File: src/rtl/operand_scoreboard_if.sv
// Decode-side bundle between the decoder and the operand scoreboard:
// issue/source fields in, stall and performance status out.
interface operand_scoreboard_if #(
    parameter int ADDRESS_W = 5,
    parameter int LAT_W     = 3,
    parameter int PERF_W    = 16
);
    logic [ADDRESS_W-1:0] RS1;
    logic [ADDRESS_W-1:0] RS2;
    logic                 rs1_used;
    logic                 rs2_used;
    logic                 iss_valid;
    logic                 iss_wen;
    logic [ADDRESS_W-1:0] iss_rd;
    logic [LAT_W-1:0]     iss_lat;
    logic                 flush;
    logic                 stall;
    logic                 any_pending;
    logic [PERF_W-1:0]    stall_cycles;

    modport master (
        output RS1, RS2, rs1_used, rs2_used, iss_valid, iss_wen, iss_rd, iss_lat, flush,
        input  stall, any_pending, stall_cycles
    );

    modport slave (
        input  RS1, RS2, rs1_used, rs2_used, iss_valid, iss_wen, iss_rd, iss_lat, flush,
        output stall, any_pending, stall_cycles
    );
endinterface

File: src/rtl/operand_scoreboard.sv
// Per-register countdown scoreboard that stalls decode until every source
// operand is forwardable, plus a saturating stall-cycle counter.
module operand_scoreboard #(
    parameter int ADDRESS_W = 5,
    parameter int NREG      = 32,
    parameter int LAT_W     = 3,
    parameter int PERF_W    = 16
) (
    input logic                 clk,
    input logic                 reset,
    operand_scoreboard_if.slave sb
);
    localparam logic [ADDRESS_W-1:0] ADDR_ZERO = {ADDRESS_W{1'b0}};
    localparam logic [LAT_W-1:0]     LAT_ZERO  = {LAT_W{1'b0}};
    localparam logic [LAT_W-1:0]     LAT_ONE   = {{(LAT_W-1){1'b0}}, 1'b1};
    localparam logic [PERF_W-1:0]    PERF_ZERO = {PERF_W{1'b0}};
    localparam logic [PERF_W-1:0]    PERF_ONE  = {{(PERF_W-1){1'b0}}, 1'b1};
    localparam logic [PERF_W-1:0]    PERF_MAX  = {PERF_W{1'b1}};

    logic [LAT_W-1:0]  cnt_q [NREG];
    logic [LAT_W-1:0]  cnt_d [NREG];
    logic [PERF_W-1:0] stall_cycles_q;
    logic [PERF_W-1:0] stall_cycles_d;
    logic              raw1_s;
    logic              raw2_s;
    logic              waw_s;
    logic              stall_s;
    logic              issue_s;
    logic              any_pending_s;

    // Hazard detection; a WAW only stalls if the older write would land after the new one.
    always_comb begin
        raw1_s  = sb.rs1_used && (sb.RS1 != ADDR_ZERO) && (cnt_q[sb.RS1] != LAT_ZERO);
        raw2_s  = sb.rs2_used && (sb.RS2 != ADDR_ZERO) && (cnt_q[sb.RS2] != LAT_ZERO);
        waw_s   = sb.iss_wen && (sb.iss_rd != ADDR_ZERO) && (cnt_q[sb.iss_rd] > sb.iss_lat);
        stall_s = sb.iss_valid && (raw1_s || raw2_s || waw_s);
        issue_s = sb.iss_valid && sb.iss_wen && (sb.iss_rd != ADDR_ZERO) && !stall_s && !sb.flush;
    end

    // Summary of all busy registers, from state only.
    always_comb begin
        any_pending_s = 1'b0;
        for (int r = 1; r < NREG; r++) begin
            any_pending_s = any_pending_s | (cnt_q[r] != LAT_ZERO);
        end
    end

    // Next-state: flush beats issue, issue beats countdown, zero stays zero.
    always_comb begin
        cnt_d[0] = LAT_ZERO;
        for (int r = 1; r < NREG; r++) begin
            if (sb.flush) begin
                cnt_d[r] = LAT_ZERO;
            end else if (issue_s && (sb.iss_rd == ADDRESS_W'(r))) begin
                cnt_d[r] = sb.iss_lat;
            end else if (cnt_q[r] != LAT_ZERO) begin
                cnt_d[r] = cnt_q[r] - LAT_ONE;
            end else begin
                cnt_d[r] = cnt_q[r];
            end
        end
        if (stall_s && (stall_cycles_q != PERF_MAX)) begin
            stall_cycles_d = stall_cycles_q + PERF_ONE;
        end else begin
            stall_cycles_d = stall_cycles_q;
        end
    end

    // State registers with synchronous reset.
    always_ff @(posedge clk) begin
        if (reset) begin
            for (int r = 0; r < NREG; r++) begin
                cnt_q[r] <= LAT_ZERO;
            end
            stall_cycles_q <= PERF_ZERO;
        end else begin
            for (int r = 0; r < NREG; r++) begin
                cnt_q[r] <= cnt_d[r];
            end
            stall_cycles_q <= stall_cycles_d;
        end
    end

    assign sb.stall        = stall_s;
    assign sb.any_pending  = any_pending_s;
    assign sb.stall_cycles = stall_cycles_q;
endmodule

File: src/flat_wrapper.sv
// flat-port wrapper written by rule: the top's interface ports become plain ports
module operand_scoreboard_flat 
#(
    parameter int ADDRESS_W = 5,
    parameter int NREG      = 32,
    parameter int LAT_W     = 3,
    parameter int PERF_W    = 16
)
  (clk, reset, sb_RS1, sb_RS2, sb_rs1_used, sb_rs2_used, sb_iss_valid, sb_iss_wen, sb_iss_rd, sb_iss_lat, sb_flush, sb_stall, sb_any_pending, sb_stall_cycles);
  operand_scoreboard_if #(.ADDRESS_W(ADDRESS_W), .LAT_W(LAT_W), .PERF_W(PERF_W)) sb_i ();
  input logic clk;
  input logic reset;
  input wire logic [$bits(sb_i.RS1)-1:0] sb_RS1;
  input wire logic [$bits(sb_i.RS2)-1:0] sb_RS2;
  input wire logic [$bits(sb_i.rs1_used)-1:0] sb_rs1_used;
  input wire logic [$bits(sb_i.rs2_used)-1:0] sb_rs2_used;
  input wire logic [$bits(sb_i.iss_valid)-1:0] sb_iss_valid;
  input wire logic [$bits(sb_i.iss_wen)-1:0] sb_iss_wen;
  input wire logic [$bits(sb_i.iss_rd)-1:0] sb_iss_rd;
  input wire logic [$bits(sb_i.iss_lat)-1:0] sb_iss_lat;
  input wire logic [$bits(sb_i.flush)-1:0] sb_flush;
  output wire logic [$bits(sb_i.stall)-1:0] sb_stall;
  output wire logic [$bits(sb_i.any_pending)-1:0] sb_any_pending;
  output wire logic [$bits(sb_i.stall_cycles)-1:0] sb_stall_cycles;
  assign sb_i.RS1 = sb_RS1;
  assign sb_i.RS2 = sb_RS2;
  assign sb_i.rs1_used = sb_rs1_used;
  assign sb_i.rs2_used = sb_rs2_used;
  assign sb_i.iss_valid = sb_iss_valid;
  assign sb_i.iss_wen = sb_iss_wen;
  assign sb_i.iss_rd = sb_iss_rd;
  assign sb_i.iss_lat = sb_iss_lat;
  assign sb_i.flush = sb_flush;
  assign sb_stall = sb_i.stall;
  assign sb_any_pending = sb_i.any_pending;
  assign sb_stall_cycles = sb_i.stall_cycles;
  operand_scoreboard #(.ADDRESS_W(ADDRESS_W), .NREG(NREG), .LAT_W(LAT_W), .PERF_W(PERF_W)) u_core (.clk(clk), .reset(reset), .sb(sb_i));
endmodule
File: config.mk
export PLATFORM = sky130hd
export DESIGN_NAME = operand_scoreboard_flat
export DESIGN_NICKNAME = d
export VERILOG_FILES = /design/src/rtl/operand_scoreboard_if.sv /design/src/rtl/operand_scoreboard.sv /design/src/flat_wrapper.sv
export SDC_FILE = /design/constraint.sdc
export NUM_CORES = 1
export LEC_CHECK = 0
export BUFFER_PORTS_ARGS = -buffer_cell sky130_fd_sc_hd__buf_2
export CORE_UTILIZATION = 60
export CTS_BUF_LIST = sky130_fd_sc_hd__clkbuf_4
export CTS_CLUSTER_SIZE = 8
export DETAILED_ROUTE_END_ITERATION = 8
export PLACE_DENSITY = 0.78
export RECOVER_POWER = 50
export SLEW_MARGIN = 20
export SYNTH_ARGS = -nofsm -noshare
export SYNTH_HDL_FRONTEND = slang
export SYNTH_SLANG_ARGS = --single-unit
File: constraint.sdc
create_clock -name clk -period 7.7 [get_ports clk]
set_input_delay 1.155 -clock clk [delete_from_list [all_inputs] [get_ports clk]]
set_output_delay 1.155 -clock clk [all_outputs]
set_load 0.02 [all_outputs]
==> flow_metrics.py, run 1 <==
metrics = {
    "drt": {
        "drt_first_pass_iters": 5,
        "postRouteAntennaNets": 0,
        "routedWlPerCell_um": 19.0,
        "drc_errors": 0,
        "drt-total-wl_um": 21700,
        "drt-initial-drc-count": 630,
        "vias": 7245,
        "avgViaCountPerCell": 6.36,
    },
    "logic_synthesis": {
        "ys_seq_area_frac": 0.262,
        "netlist_area_um2": 8330,
        "synth_mux_area_frac": 0.226,
        "synth-seq-cells": 109,
        "yosysUniqueCellTypes": 61,
        "synth_flop_cell": "dfxtp_1",
        "synth_compound_area_frac": 0.101,
        "synthArstFlopShare": 0,
        "ys_warn_count": 0,
        "syn_inst": 967,
        "synthSimpleGateAreaFrac": 0.210,
        "synth_edf_count": 0,
        "syn_area_per_cell_um2": 8.61,
        "synth-adder-area-share": 0.0992,
        "syn-num-nets": 1058,
        "synthXorXnorAreaFrac": 0.0337,
        "synth_top_family_by_area": "multiplexers",
    },
    "final_layout": {
        "fillers": 1152,
        "fin_util": 0.642,
        "multiInputGateArea_um2": 5580,
        "drive_gt1_frac": 0.111,
        "stdcell_area_um2": 8600,
        "diodes": 0,
        "stdcell_count": 1140,
        "regArea_um2": 2180,
        "syn2layout_area_growth_pct": 3.31,
        "nets": 1050,
    },
    "clocking": {
        "postCtsSetupBuffers": 0,
        "clock_path_buffers": 2,
        "post_cts_resized": 0,
        "cts_buffers": 9,
        "root_buffer": "clkbuf_4",
        "clock_latency_ns": 0.54,
        "cts_sinks": 109,
        "tritoncts": "built",
        "path_clk_slew_ns": 0.18,
        "h-tree-depth": 3,
        "hold_buffers": 0,
    },
    "status": {
        "status": "completed",
    },
    "hold_path": {
        "hold_start": "u_core.sb.stall_cycles[9]",
        "holdCritPathClass": "register to register",
        "worstHoldPathCells": 2,
    },
    "placed_design": {
        "place_congestion": 0.973,
        "detailed_place_hpwl_um": 15800,
        "place_inst": 1124,
        "io_buffers": 42,
        "placed_cell_area_um2": 8510,
        "place_ws_ns": 2.17,
    },
    "global_routing": {
        "grtUsageMet3": 0.0870,
        "grt.busiest_layer": "met2",
        "grt_max_degree": 97,
        "gr-total-overflow": 0,
        "antenna_found_initial": 0,
        "grt_use_met1": 0.415,
        "grt_pass1_wl_um": 35000,
        "grt_pass1_vias": 6847,
        "grt_use_met2": 0.481,
        "grtUsageTotal": 0.315,
    },
    "timing": {
        "period_needed_ns": 5.48,
        "worst_clock_skew_ns": 0.0221,
        "worst_slew_pin_slew_ns": 1.01,
        "max_freq_mhz": 183,
        "setup_ws_ns": 2.22,
        "setup_viol": 0,
        "slew_headroom": 0.325,
        "rsz0062_at_grt": "false",
        "post-route-period-util": 0.711,
        "hold_viol": 0,
        "slew_violations": 0,
        "finalSetupTns_ns": 0,
    },
    "run": {
        "cap_violations": 0,
    },
    "critical_path": {
        "cp.required_ns": 6.55,
        "worstPathCellList": "buf_2 -> mux4_2 -> mux4_2 -> nor2_1 -> nor2_1 -> ha_1 -> nand3_1 -> o211ai_1 -> nor2_1 -> a21oi_1 -> a21boi_0 -> buf_2",
        "path_class": "input pin to primary output",
        "end_kind": "primary output",
        "setup.worst_path.start": "sb_iss_rd[0]",
        "slowest_delay_ns": 0.63,
        "worstReg2RegStart": "u_core.cnt_q[24][1]",
        "slowest_stage": "buf_2",
        "critPathLaunchType": "input pin",
        "cpMostUsedCell": "nor2_1",
        "arrival_ns": 4.32,
        "r2r_cells": 12,
        "crit_fanout": 32,
    },
    "die": {
        "dieWidth_um": 120,
        "core_area_um2": 13400,
        "initial_core_util": 0.621,
        "dieHeight_um": 120,
        "rows": 42,
        "ios": 43,
        "dieArea_um2": 14400,
    },
    "power_and_ir_drop": {
        "power_density_nw_per_um2": 116,
        "peakVddDrop_v": 0.000114,
        "cellLeakagePower_nw": 3.42,
    },
}
-- cell usage after synthesis (9+ instances only) --
master / instances / share of area
a21oi_1: 19 / 0.011
a22oi_1: 14 / 0.013
buf_2: 14 / 0.0084
clkbuf_1: 45 / 0.020
dfxtp_1: 109 / 0.26
ha_1: 66 / 0.099
inv_1: 72 / 0.032
mux2_2: 28 / 0.038
mux2i_1: 96 / 0.12
mux4_2: 27 / 0.073
nand2_1: 121 / 0.055
nand2b_1: 25 / 0.019
nand3_1: 9 / 0.0054
nand4_1: 9 / 0.0068
nor2_1: 60 / 0.027
nor2b_1: 15 / 0.011
nor3_1: 29 / 0.017
nor4_1: 18 / 0.014
o211ai_1: 25 / 0.023
o21ai_0: 26 / 0.016
or3_1: 31 / 0.023
xnor2_1: 31 / 0.033
-- where the power goes --
group          switching (W)  leakage (nW)  internal (W)
sequential        0.00000706         0.878      0.000569
clock               0.000214        0.0631     0.0000699
combinational      0.0000944          2.48     0.0000470
-- cell families after synthesis --
group / Yosys count
AND/OR/NAND/NOR: 349
multiplexers: 151
buffers and inverters: 138
flip-flops: 109
AO/OA/AOI/OAI: 122
XOR/XNOR: 32
adder cells (fa/ha/maj): 66
-- sequential cells by signal, summed over array words and instances (netlist names) --
signal	count
u_core.cnt_q	93
u_core.sb.stall_cycles	16
-- stage by stage --
stage	power, W	hold slack (ns)
finish	0.00100	0.507
global route	0.00104	0.525
CTS	0.00100	0.502
detailed placement	0.000727	0.482
global placement	0.000725	0.474
floorplan	0.000686	0.559
-- area by class of cell --
| type | instances | area share |
|---|---|---|
| Tap cell | 176 | 0.0256 |
| Inverter | 73 | 0.0319 |
| Timing Repair Buffer | 46 | 0.0255 |
| Sequential cell | 109 | 0.254 |
| Clock buffer | 9 | 0.00786 |
| Clock inverter | 7 | 0.00684 |
| Multi-Input combinational cell | 720 | 0.649 |
-- worst max-delay path: cells and delay by family --
family | cells | cell delay (ns)
adder cells (fa/ha/maj) | 1 | 0.29
multiplexers | 2 | 1.12
buffers and inverters | 2 | 0.83
AND/OR/NAND/NOR | 4 | 0.44
AO/OA/AOI/OAI | 3 | 0.46
-- cells in the final DEF (no fill, tap or decap), types with 9 or more instances in the layout --
cell type and instances:
inv_1 72, mux4_2 27, o211ai_1 25, nor3_1 30, clkbuf_4 9, buf_2 25
nand2b_1 25, mux2_2 28, nor4_1 18, xnor2_1 31, a22oi_1 14, mux2i_1 96
nand3_1 9, or3_1 31, nor2_1 59, a21oi_1 20, nand4_1 9, nand2_1 121
ha_1 66, dfxtp_1 109, o21ai_0 26, clkbuf_1 17, nor2b_1 15
-- layer usage --
layer / up-vias / wire [um]
met4: 0 / 739
met2: 348 / 9560
met3: 66 / 2120
met5: - / 0
met1: 3411 / 9270
li1: 3420 / -
-- final timing paths --
path	end	slack [ns]
worst min-delay path	u_core.sb.stall_cycles[9]	0.51
worst max-delay path	sb_stall	2.22
worst min register to register	u_core.sb.stall_cycles[9]	0.51
worst max register to register	u_core.cnt_q[29][0]	3.61
Note: power is estimated with default switching activity, not from simulation.
==> run 2, diff against run 1 <==
--- a/config.mk
+++ b/config.mk
@@ -6,11 +6,11 @@
 export NUM_CORES = 1
 export LEC_CHECK = 0
 export BUFFER_PORTS_ARGS = -buffer_cell sky130_fd_sc_hd__buf_2
-export CORE_UTILIZATION = 60
+export CORE_UTILIZATION = 58
 export CTS_BUF_LIST = sky130_fd_sc_hd__clkbuf_4
 export CTS_CLUSTER_SIZE = 8
 export DETAILED_ROUTE_END_ITERATION = 8
-export PLACE_DENSITY = 0.78
+export PLACE_DENSITY = 0.79
 export RECOVER_POWER = 50
 export SLEW_MARGIN = 20
 export SYNTH_ARGS = -nofsm -noshare
==> constraint.sdc (replaced) <==
create_clock -name clk -period 4.67 [get_ports clk]
set_input_delay 0.7005 -clock clk [delete_from_list [all_inputs] [get_ports clk]]
set_output_delay 0.7005 -clock clk [all_outputs]
set_load 0.02 [all_outputs]
==> run 2 against run 1 <==
Compared with the run above: register-to-register slack got worse by 2.8 ns; largest power group unchanged; sequential share of layout area decreased by 0.32 points; highest routed layer unchanged; setup slack got worse by 2.0 ns; routed wire length increased by 0.33%; critical path type unchanged; core utilization decreased by 1.7 points.
==> flow_metrics.py, run 2 (same netlist as run 1, synthesis figures left out) <==
metrics = {
    "timing": {
        "post-route-period-util": 0.948,
        "finalSetupTns_ns": 0,
        "worst_slew_pin_slew_ns": 1.07,
        "rsz0062_at_grt": "false",
        "worst_clock_skew_ns": 0.0193,
        "fin_worst_hold_slack_ns": 0.508,
        "period_needed_ns": 4.43,
        "slew_headroom": 0.283,
        "max_freq_mhz": 226,
        "hold_viol": 0,
        "slew_violations": 0,
        "setup_viol": 0,
        "setup_ws_ns": 0.243,
    },
    "clocking": {
        "cts_buffers": 9,
        "clock_path_buffers": 2,
        "root_buffer": "clkbuf_4",
        "path_clk_slew_ns": 0.18,
        "tritoncts": "built",
        "cts_sinks": 109,
        "clock_latency_ns": 0.50,
        "h-tree-depth": 3,
        "hold_buffers": 0,
        "post_cts_resized": 0,
        "postCtsSetupBuffers": 0,
    },
    "final_layout": {
        "multiInputGateArea_um2": 5590,
        "drive_gt1_frac": 0.118,
        "layout_common_cells": "nand2_1, dfxtp_1, mux2i_1, inv_1, ha_1",
        "final_common_cell": "nand2_1",
        "fillers": 1220,
        "diodes": 0,
        "stdcell_area_um2": 8710,
        "largest_reg_flops": 93,
        "nets": 1059,
        "syn2layout_area_growth_pct": 4.64,
        "largest_register": "u_core.cnt_q",
        "regArea_um2": 2180,
    },
    "die": {
        "dieWidth_um": 122,
        "dieArea_um2": 14800,
        "dieHeight_um": 122,
        "initial_core_util": 0.597,
        "core_area_um2": 13900,
        "ios": 43,
        "rows": 43,
    },
    "global_routing": {
        "antenna_found_initial": 0,
        "grt_pass1_wl_um": 34700,
        "gr-total-overflow": 0,
        "grt_max_degree": 88,
        "grtUsageTotal": 0.304,
        "grt_pass1_vias": 6672,
    },
    "critical_path": {
        "rr_endpoint": "u_core.cnt_q[29][1]",
        "cpMostUsedCell": "nor2_1",
        "slowest_delay_ns": 0.56,
        "worstReg2RegStart": "u_core.cnt_q[27][1]",
        "critPathLaunchType": "input pin",
        "crit_fanout": 21,
        "r2r_cells": 13,
        "end_kind": "primary output",
        "path_class": "input pin to primary output",
        "slowest_stage": "mux4_2",
        "rrSetupSlack_ns": 0.86,
        "arrival_ns": 3.73,
        "worstPathCellList": "buf_2 -> buf_4 -> mux4_2 -> mux4_2 -> nor2_1 -> nor2_1 -> ha_1 -> nand3_1 -> o211ai_1 -> nor2_1 -> a21oi_2 -> a21boi_0 -> buf_2",
        "cp.required_ns": 3.97,
    },
    "hold_path": {
        "worstHoldPathCells": 2,
        "hold_start": "u_core.sb.stall_cycles[5]",
        "holdCritPathClass": "register to register",
        "hold_end": "u_core.sb.stall_cycles[5]",
    },
    "power_and_ir_drop": {
        "clock_power_share": 0.318,
        "peakVddDrop_v": 0.000140,
        "comb_power_share": 0.137,
        "swShare": 0.290,
        "power_density_nw_per_um2": 200,
        "p_seq_frac": 0.545,
        "power.total_w": 0.00174,
        "p_sw_w": 0.000505,
        "cellLeakagePower_nw": 3.47,
        "internal_power_w": 0.00124,
    },
    "drt": {
        "postRouteAntennaNets": 0,
        "routedWlPerCell_um": 18.9,
        "drt-initial-drc-count": 760,
        "drt-total-wl_um": 21800,
        "avgViaCountPerCell": 6.37,
        "drt_first_pass_iters": 5,
        "drc_errors": 0,
        "vias": 7345,
    },
    "placed_design": {
        "placed_cell_area_um2": 8590,
        "detailed_place_hpwl_um": 15900,
        "io_buffers": 42,
        "place_congestion": 0.985,
        "place_ws_ns": 0.0426,
    },
    "run": {
        "cap_violations": 0,
    },
    "status": {
        "status": "completed",
    },
}
-- run 2: changes by cell type in the layout (fill, tap and decap cells not counted) --
cell	before	now
clkinv_4	3	0
buf_4	4	11
bufinv_16	0	2
clkbuf_1	17	19
a21oi_1	20	19
a21oi_2	0	1
nand4bb_1	1	0
nand4bb_2	0	1
clkinv_1	0	1
-- run 2: per-layer routing --
| metal | GRT usage | up-vias | wire (um) |
|---|---|---|---|
| met3 | 0.0632 | 62 | 1800 |
| met5 | 0 | - | 0 |
| met1 | 0.418 | 3519 | 9530 |
| li1 | - | 3435 | - |
| met2 | 0.457 | 329 | 9660 |
| met4 | 0.135 | 0 | 767 |
-- run 2: how the worst max path moves through the flow --
stage,from,end,depth (start not counted)
floorplan,sb_iss_rd[0],u_core.cnt_q[12][0],16
global placement,sb_iss_rd[0],u_core.cnt_q[10][1],16
detailed placement,sb_iss_rd[0],u_core.cnt_q[9][1],16
CTS,sb_iss_rd[0],sb_stall,13
global route,sb_iss_rd[0],sb_stall,13
finish,sb_iss_rd[0],sb_stall,13
-- run 2: worst max-delay path, delay by kind of cell --
kind	cells	cell delay (ns)
multiplexers	2	1.02
AND/OR/NAND/NOR	4	0.40
adder cells (fa/ha/maj)	1	0.28
AO/OA/AOI/OAI	3	0.42
buffers and inverters	3	0.90
-- run 2: per-stage QoR --
step | util | instances
finish | 0.625 | 1153
global route | 0.625 | 1153
CTS | 0.629 | 1153
detailed placement | 0.617 | 1137
global placement | 0.617 | 1137
floorplan | - | 967
-- run 2: power by group through the flow --
stage                     Clock (W)  Sequential [W]  Combinational, W
after floorplan                   0        0.000965          0.000165
after global placement            0        0.000968          0.000236
after detailed placement          0        0.000968          0.000239
after CTS                  0.000564        0.000948          0.000240
after global routing       0.000608        0.000951          0.000258
final                      0.000555        0.000949          0.000239
-- run 2: cell type report --
type | instances | area share
Sequential cell | 109 | 0.250
Tap cell | 180 | 0.0259
Multi-Input combinational cell | 720 | 0.641
Inverter | 73 | 0.0315
Clock inverter | 7 | 0.0111
Timing Repair Buffer | 55 | 0.0320
Clock buffer | 9 | 0.00776
